## config.mk

```make
export PLATFORM = sky130hd
export DESIGN_NAME = ifetch_unit
export DESIGN_NICKNAME = d
export VERILOG_FILES = /design/src/rtl/ifetch_unit.sv
export SDC_FILE = /design/constraint.sdc
export NUM_CORES = 1
export LEC_CHECK = 0
export CAP_MARGIN = 20
export CORE_ASPECT_RATIO = 1.25
export CORE_MARGIN = 2
export CORE_UTILIZATION = 46
export CTS_BUF_LIST = sky130_fd_sc_hd__clkbuf_2 sky130_fd_sc_hd__clkbuf_4 sky130_fd_sc_hd__clkbuf_8
export CTS_CLUSTER_SIZE = 24
export DETAILED_ROUTE_END_ITERATION = 10
export GPL_ROUTABILITY_DRIVEN = 0
export HOLD_SLACK_MARGIN = 0.08
export PLACE_DENSITY = 0.83
export SLEW_MARGIN = 20
export SYNTH_ARGS = -nofsm -noshare
export SYNTH_HDL_FRONTEND = slang
export SYNTH_SLANG_ARGS = --single-unit
```

## constraint.sdc

```tcl
create_clock -name clk -period 2.4 [get_ports clk]
set_clock_uncertainty 0.15 [all_clocks]
set_input_delay 0.6 -clock clk [delete_from_list [all_inputs] [get_ports clk]]
set_output_delay 0.6 -clock clk [all_outputs]
set_load 0.005 [all_outputs]
```

## src/rtl/ifetch_unit.sv

```systemverilog
`default_nettype none
// ============================================================================
// Module      : ifetch_unit
// Description : Instruction fetch stage. Owns the PC, addresses the
//               combinational imem, registers the returned word into the
//               IF/ID output and hands it to decode over valid/ready.
//               Absorbs redirects from execute and counts handshakes.
// Revision    : 1.0 - initial release
// ============================================================================
module ifetch_unit #(
    parameter logic [31:0] RESET_PC  = 32'h0000_0000,
    parameter logic [31:0] NOP_INSTR = 32'h0000_0013
) (
    input  logic        clk,
    input  logic        rst_n,
    output logic [31:0] imem_a,
    input  logic [31:0] imem_rd,
    input  logic        en_i,
    input  logic        redirect_i,
    input  logic [31:0] redirect_pc_i,
    output logic        valid_o,
    input  logic        ready_i,
    output logic [31:0] instr_o,
    output logic [31:0] pc_o,
    output logic [31:0] pc_plus4_o,
    output logic        misalign_o,
    output logic [31:0] fetch_cnt_o
);

    localparam logic [31:0] c_pc_step = 32'd4;

    logic [31:0] r_pc;
    logic        r_valid;
    logic [31:0] r_instr;
    logic [31:0] r_pcout;
    logic        r_misalign;
    logic [31:0] r_cnt;

    logic        w_advance;
    logic        w_handshake;
    logic        w_drain;

    // A new fetch launches when enabled, the output slot is free or being
    // consumed, and no redirect is overriding this edge.
    always_comb begin
        w_handshake = r_valid && ready_i;
        w_advance   = en_i && (!r_valid || ready_i) && !redirect_i;
        w_drain     = w_handshake && !en_i;
    end

    // PC and IF/ID output register: redirect beats advance beats drain;
    // anything else (stall or idle) holds.
    always_ff @(posedge clk or negedge rst_n) begin
        if (!rst_n) begin
            r_pc    <= RESET_PC;
            r_valid <= 1'b0;
            r_instr <= NOP_INSTR;
            r_pcout <= 32'd0;
        end else if (redirect_i) begin
            r_pc    <= {redirect_pc_i[31:2], 2'b00};
            r_valid <= 1'b0;
            r_instr <= NOP_INSTR;
        end else if (w_advance) begin
            r_instr <= imem_rd;
            r_pcout <= r_pc;
            r_valid <= 1'b1;
            r_pc    <= r_pc + c_pc_step;
        end else if (w_drain) begin
            r_valid <= 1'b0;
        end
    end

    // Misalignment flag is a single-cycle pulse tied to the redirect edge.
    always_ff @(posedge clk or negedge rst_n) begin
        if (!rst_n) begin
            r_misalign <= 1'b0;
        end else begin
            r_misalign <= redirect_i && (redirect_pc_i[1:0] != 2'b00);
        end
    end

    // Handshake counter; a handshake on a redirect edge still counts.
    always_ff @(posedge clk or negedge rst_n) begin
        if (!rst_n) begin
            r_cnt <= 32'd0;
        end else if (w_handshake) begin
            r_cnt <= r_cnt + 32'd1;
        end
    end

    // Output drive; pc_plus4 wraps naturally in 32 bits.
    always_comb begin
        imem_a      = r_pc;
        valid_o     = r_valid;
        instr_o     = r_instr;
        pc_o        = r_pcout;
        pc_plus4_o  = r_pcout + c_pc_step;
        misalign_o  = r_misalign;
        fetch_cnt_o = r_cnt;
    end

endmodule
`default_nettype wire

```

# ---- After elaboration in Yosys (flattened, before gate mapping)
# Cells that the tools add are included.
dict set report classes {
  n_mul 0
  n_addsub 3
  magnitude_cmp 0
  muxes 7
  eq_ne 0
  div 0
  bitwise 1
  shifts 0
  n_reduce_logical 13
}
# operator count
set op_table {}
lappend op_table {{2-to-1 mux 32 bit} 4}
lappend op_table {{adder 32 x 3 -> 32 bit, second input constant} 2}
lappend op_table {{adder 32 x 1 -> 32 bit, second input constant} 1}
lappend op_table {{logical AND 1 bit} 5}
lappend op_table {{nonzero test 2 bit} 2}
lappend op_table {{zero test 1 bit} 3}
lappend op_table {{2-to-1 mux 1 bit} 3}
lappend op_table {{nonzero test 3 bit} 1}
lappend op_table {{AND reduction 2 bit} 1}
lappend op_table {{logical OR 1 bit} 1}
lappend op_table {{NOT 1 bit} 1}
dict set report totals {
  n_memories 0
  reg_bits 130
  romBits 0
  out_inout_bits 162
  latch_bits 0
  wordCells 30
  mem_bits_rw 0
  in_bits 69
}

# ---- Depth between registers and ports, before layout
dict set report depth {
  depth_word 6
  depth_mapped 7
  mapped_depth_nobuf 6
}

# ---- Worst setup path before layout
# Ideal clock, no wire load.
dict set report synth_path {
  path_kind {register to output}
  from {reg r_pcout[2], in the netlist pc_o[2]}
  to {out pc_plus4_o[22]}
  path_stages_with_launch 7
  arrival_ns 1.451
  t_required_ns 1.650
  path_slack_ns 0.199
  path_cell_list {dfrtp_1 ha_1 and3_1 clkbuf_2 and4_1 nand4_1 xnor2_1}
}
dict set report synth_between {
  elab_chain_len 1
}
# item line
set synth_rtl {}
lappend synth_rtl {{start, declared} 35} ;# logic [31:0] r_pcout;
lappend synth_rtl {{start signal, assigned} 65} ;# r_pcout <= r_pc;
lappend synth_rtl {{adder 32 x 3 -> 32 bit} 97} ;# pc_plus4_o = r_pcout + c_pc_step;
lappend synth_rtl {{end, declared} 25} ;# output logic [31:0] pc_plus4_o,
# Every way passes these cells.

# ---- Worst setup path after layout
dict set report layout_path {
  from {reg r_pcout[11], in the netlist pc_o[11]}
  to {out pc_plus4_o[23]}
}
# The elaborated chain is that of the path after synthesis.

==> flow_summary.json <==
{
  "final_area_um2": 9480,
  "rows": 47,
  "seq_area_um2": 3160,
  "port_buffers": 224,
  "p_comb_share_pct": 26.3,
  "drc_errors": 0,
  "drtIter0Drc": 269,
  "min_path_type": "reg -> reg",
  "mostFrequentLayoutCell": "clkdlybuf4s50_1",
  "post-dp-hpwl_um": 13000,
  "clkLatencyLatePin_ns": 0.42,
  "finalCriticalPeriod_ns": 2.73,
  "violations": "setup timing",
  "clkSinkCount": 126,
  "total_power_mw": 6.31,
  "async_flop_share_pct": 100,
  "relSlewSlack_pct": 55.1,
  "grt_pass1_vias": 5745,
  "viasPerCell": 5.28,
  "synth_edf_count": 0,
  "fp.dieArea_um2": 14200,
  "cp-start-kind": "register",
  "leakage_nw": 4.16,
  "antenna_left": 0,
  "netlist_instances": 599,
  "crit_fanout": 5,
  "wl_met2_um": 9670,
  "maxCapViolCount": 0,
  "fmaxAchievable_mhz": 366,
  "avgSynthCellArea_um2": 10.2,
  "num-fill-cells": 888,
  "start_util_pct": 46.4,
  "area_delta_synth_final_pct": 55.7,
  "cts_root_buffer": "clkbuf_8",
  "cts_tree": "done",
  "pin_count": 231,
  "layout.nets": 956,
  "drive_gt1_share_pct": 22.0,
  "grt_overflow": 0,
  "status": "finished with violations",
  "hold_violations": 0,
  "fin_ws_ns": -0.330,
  "setup_viol_count_final": 22,
  "irDropWorstVdd_v": 0.000415,
  "wl_met1_um": 6880,
  "htreeDepth": 4,
  "finish.utilization_pct": 72.3,
  "crit_required_ns": 1.65,
  "num_vias": 5626,
  "synth_seq_area_share_pct": 51.8,
  "slew_viol_final": 0,
  "dr.pass1.iters": 5,
  "placed_area_um2": 8860,
  "swShare_pct": 26.5,
  "multi_input_area_um2": 2940,
  "numCtsBuffers": 17,
  "yosysWarnings": 0,
  "synthDistinctLibCells": 38,
  "die_w_um": 107,
  "place_ws_ns": -0.316,
  "top_layer_used": "met4",
  "yosys_register_bits": 126,
  "timing.final.crit_share_pct": 114,
  "grt_pass1_wl_um": 28800,
  "pwr_density_cell_nw_per_um2": 666,
  "synth_ff_type": "dfrtp_1",
  "grt_max_degree": 92,
  "p_int_mw": 4.64,
  "cts_buffer_depth": 2,
  "wl_per_cell_um": 16.9,
  "crit_path_end_kind": "output pin",
  "worst_slew_pin_slew_ns": 0.672,
  "antenna_cells": 0,
  "p_sw_mw": 1.68,
  "grt_use_total_pct": 25.6,
  "arrival_ns": 1.98,
  "criticalPathCategory": "reg -> out",
  "path_clk_slew_ns": 0.07,
  "grt_setup_unrepaired": "true",
  "antenna_found_initial": 0,
  "synthesis.area_um2": 6090,
  "totalWireLength_um": 18000,
  "die_h_um": 133,
  "p_clk_share_pct": 32.8,
  "final_cell_mix": "190 x clkdlybuf4s50_1, 123 x dfrtp_1, 120 x nand2_1, 56 x buf_4, 49 x xnor2_1",
  "met3WireLength_um": 970,
  "core_area_um2": 13100,
  "tns_ns": -4.01,
  "p_seq_share_pct": 40.9
}
## Yosys cell counts, types with 13 or more instances
library cell	instances	area, um^2
nand2_1	127	477
dfrtp_1	123	3080
xnor2_1	54	473
xor2_1	33	289
mux2_2	31	349
a21oi_1	30	150
o21ai_0	30	150
nand3_1	27	135
nand4_1	26	163
nor2_1	18	67.6
and4_1	14	123
and3_1	13	81.3
clkbuf_1	13	48.8
## power by group through the flow
stage / Clock [mW] / Combinational (mW) / Sequential [mW]
final: 2.07 / 1.66 / 2.58
after global routing: 2.21 / 1.78 / 2.61
after global placement: 0 / 1.62 / 2.59
after detailed placement: 0 / 1.67 / 2.61
after floorplan: 0 / 0.457 / 2.65
after CTS: 2.11 / 1.64 / 2.57
## per-stage QoR
stage	hold WS [ns]	std cells
after floorplan	0.154	604
final	0.337	1066
after detailed placement	0.332	1020
after global placement	0.327	1020
after CTS	0.342	1061
after global routing	0.370	1066
## critical path: stages, from the launching register on
cell,delay [ns]
dfrtp_1,0.35
and4_1,0.23
and3_4,0.24
and3_4,0.22
buf_6,0.11
buf_4,0.11
xor2_1,0.17
buf_2,0.14
## registers in the layout, summed over array words and instances, names as in the netlist
register and count:
misalign_o 1, fetch_cnt_o 32, pc_o 30, imem_a 30, valid_o 1, instr_o 32
## worst paths after layout
kind	startpoint	endpoint	slack [ns]	cells past startpoint
hold reg to reg	fetch_cnt_o[31]$_DFFE_PN0N_	fetch_cnt_o[31]$_DFFE_PN0N_	0.34	1
min in group asynchronous	rst_n	pc_o[4]$_DFFE_PN0P_	0.57	3
max in group asynchronous	rst_n	fetch_cnt_o[23]$_DFFE_PN0N_	1.19	3
hold / removal	fetch_cnt_o[31]$_DFFE_PN0N_	fetch_cnt_o[31]$_DFFE_PN0N_	0.34	1
setup reg to reg	valid_o$_DFFE_PN0P_	imem_a[10]$_DFFE_PN0P_	0.39	5
setup / recovery	pc_o[11]$_DFFE_PN0P_	pc_plus4_o[23]	-0.33	7
## logic make-up (layout without fill, tap and decap cells)
| group | after synthesis | in the layout | share of synthesized area [%] |
|---|---|---|---|
| other | 1 | 6 | 0.0616 |
| muxes | 32 | 32 | 5.90 |
| buffers and inverters | 35 | 326 | 2.79 |
| adders and majority gates | 3 | 3 | 0.616 |
| AOI/OAI and AO/OA | 61 | 61 | 5.03 |
| xor gates and xnor gates | 87 | 87 | 12.5 |
| DFF | 126 | 126 | 51.8 |
| and+or+nand+nor | 254 | 254 | 21.2 |
## layer usage
layer  vias up  global-route usage [%]
li1       2610                       -
met1      2749                    31.1
met2       224                    44.6
met3        43                    5.12
met4         0                    9.81
met5         -                       0
## layout make-up
type	instances	area share (%)
clock buffer	24	3.35
clock inverter	6	1.37
inverter	5	0.198
multi-input combinational	443	31.0
sequential	126	33.3
tap	171	2.26
timing repair buffer	291	28.5
## timing repair
item | 4_1_cts | 5_1_grt
resized for setup | 110 | 41
pin swaps | 25 | 24
setup endpoints to repair | 29 | 26
setup buffers | 10 | 6
hold buffers | 1 | 0
endpoints found under the hold margin | 123 | 0
(Power assumes the default switching activity.)
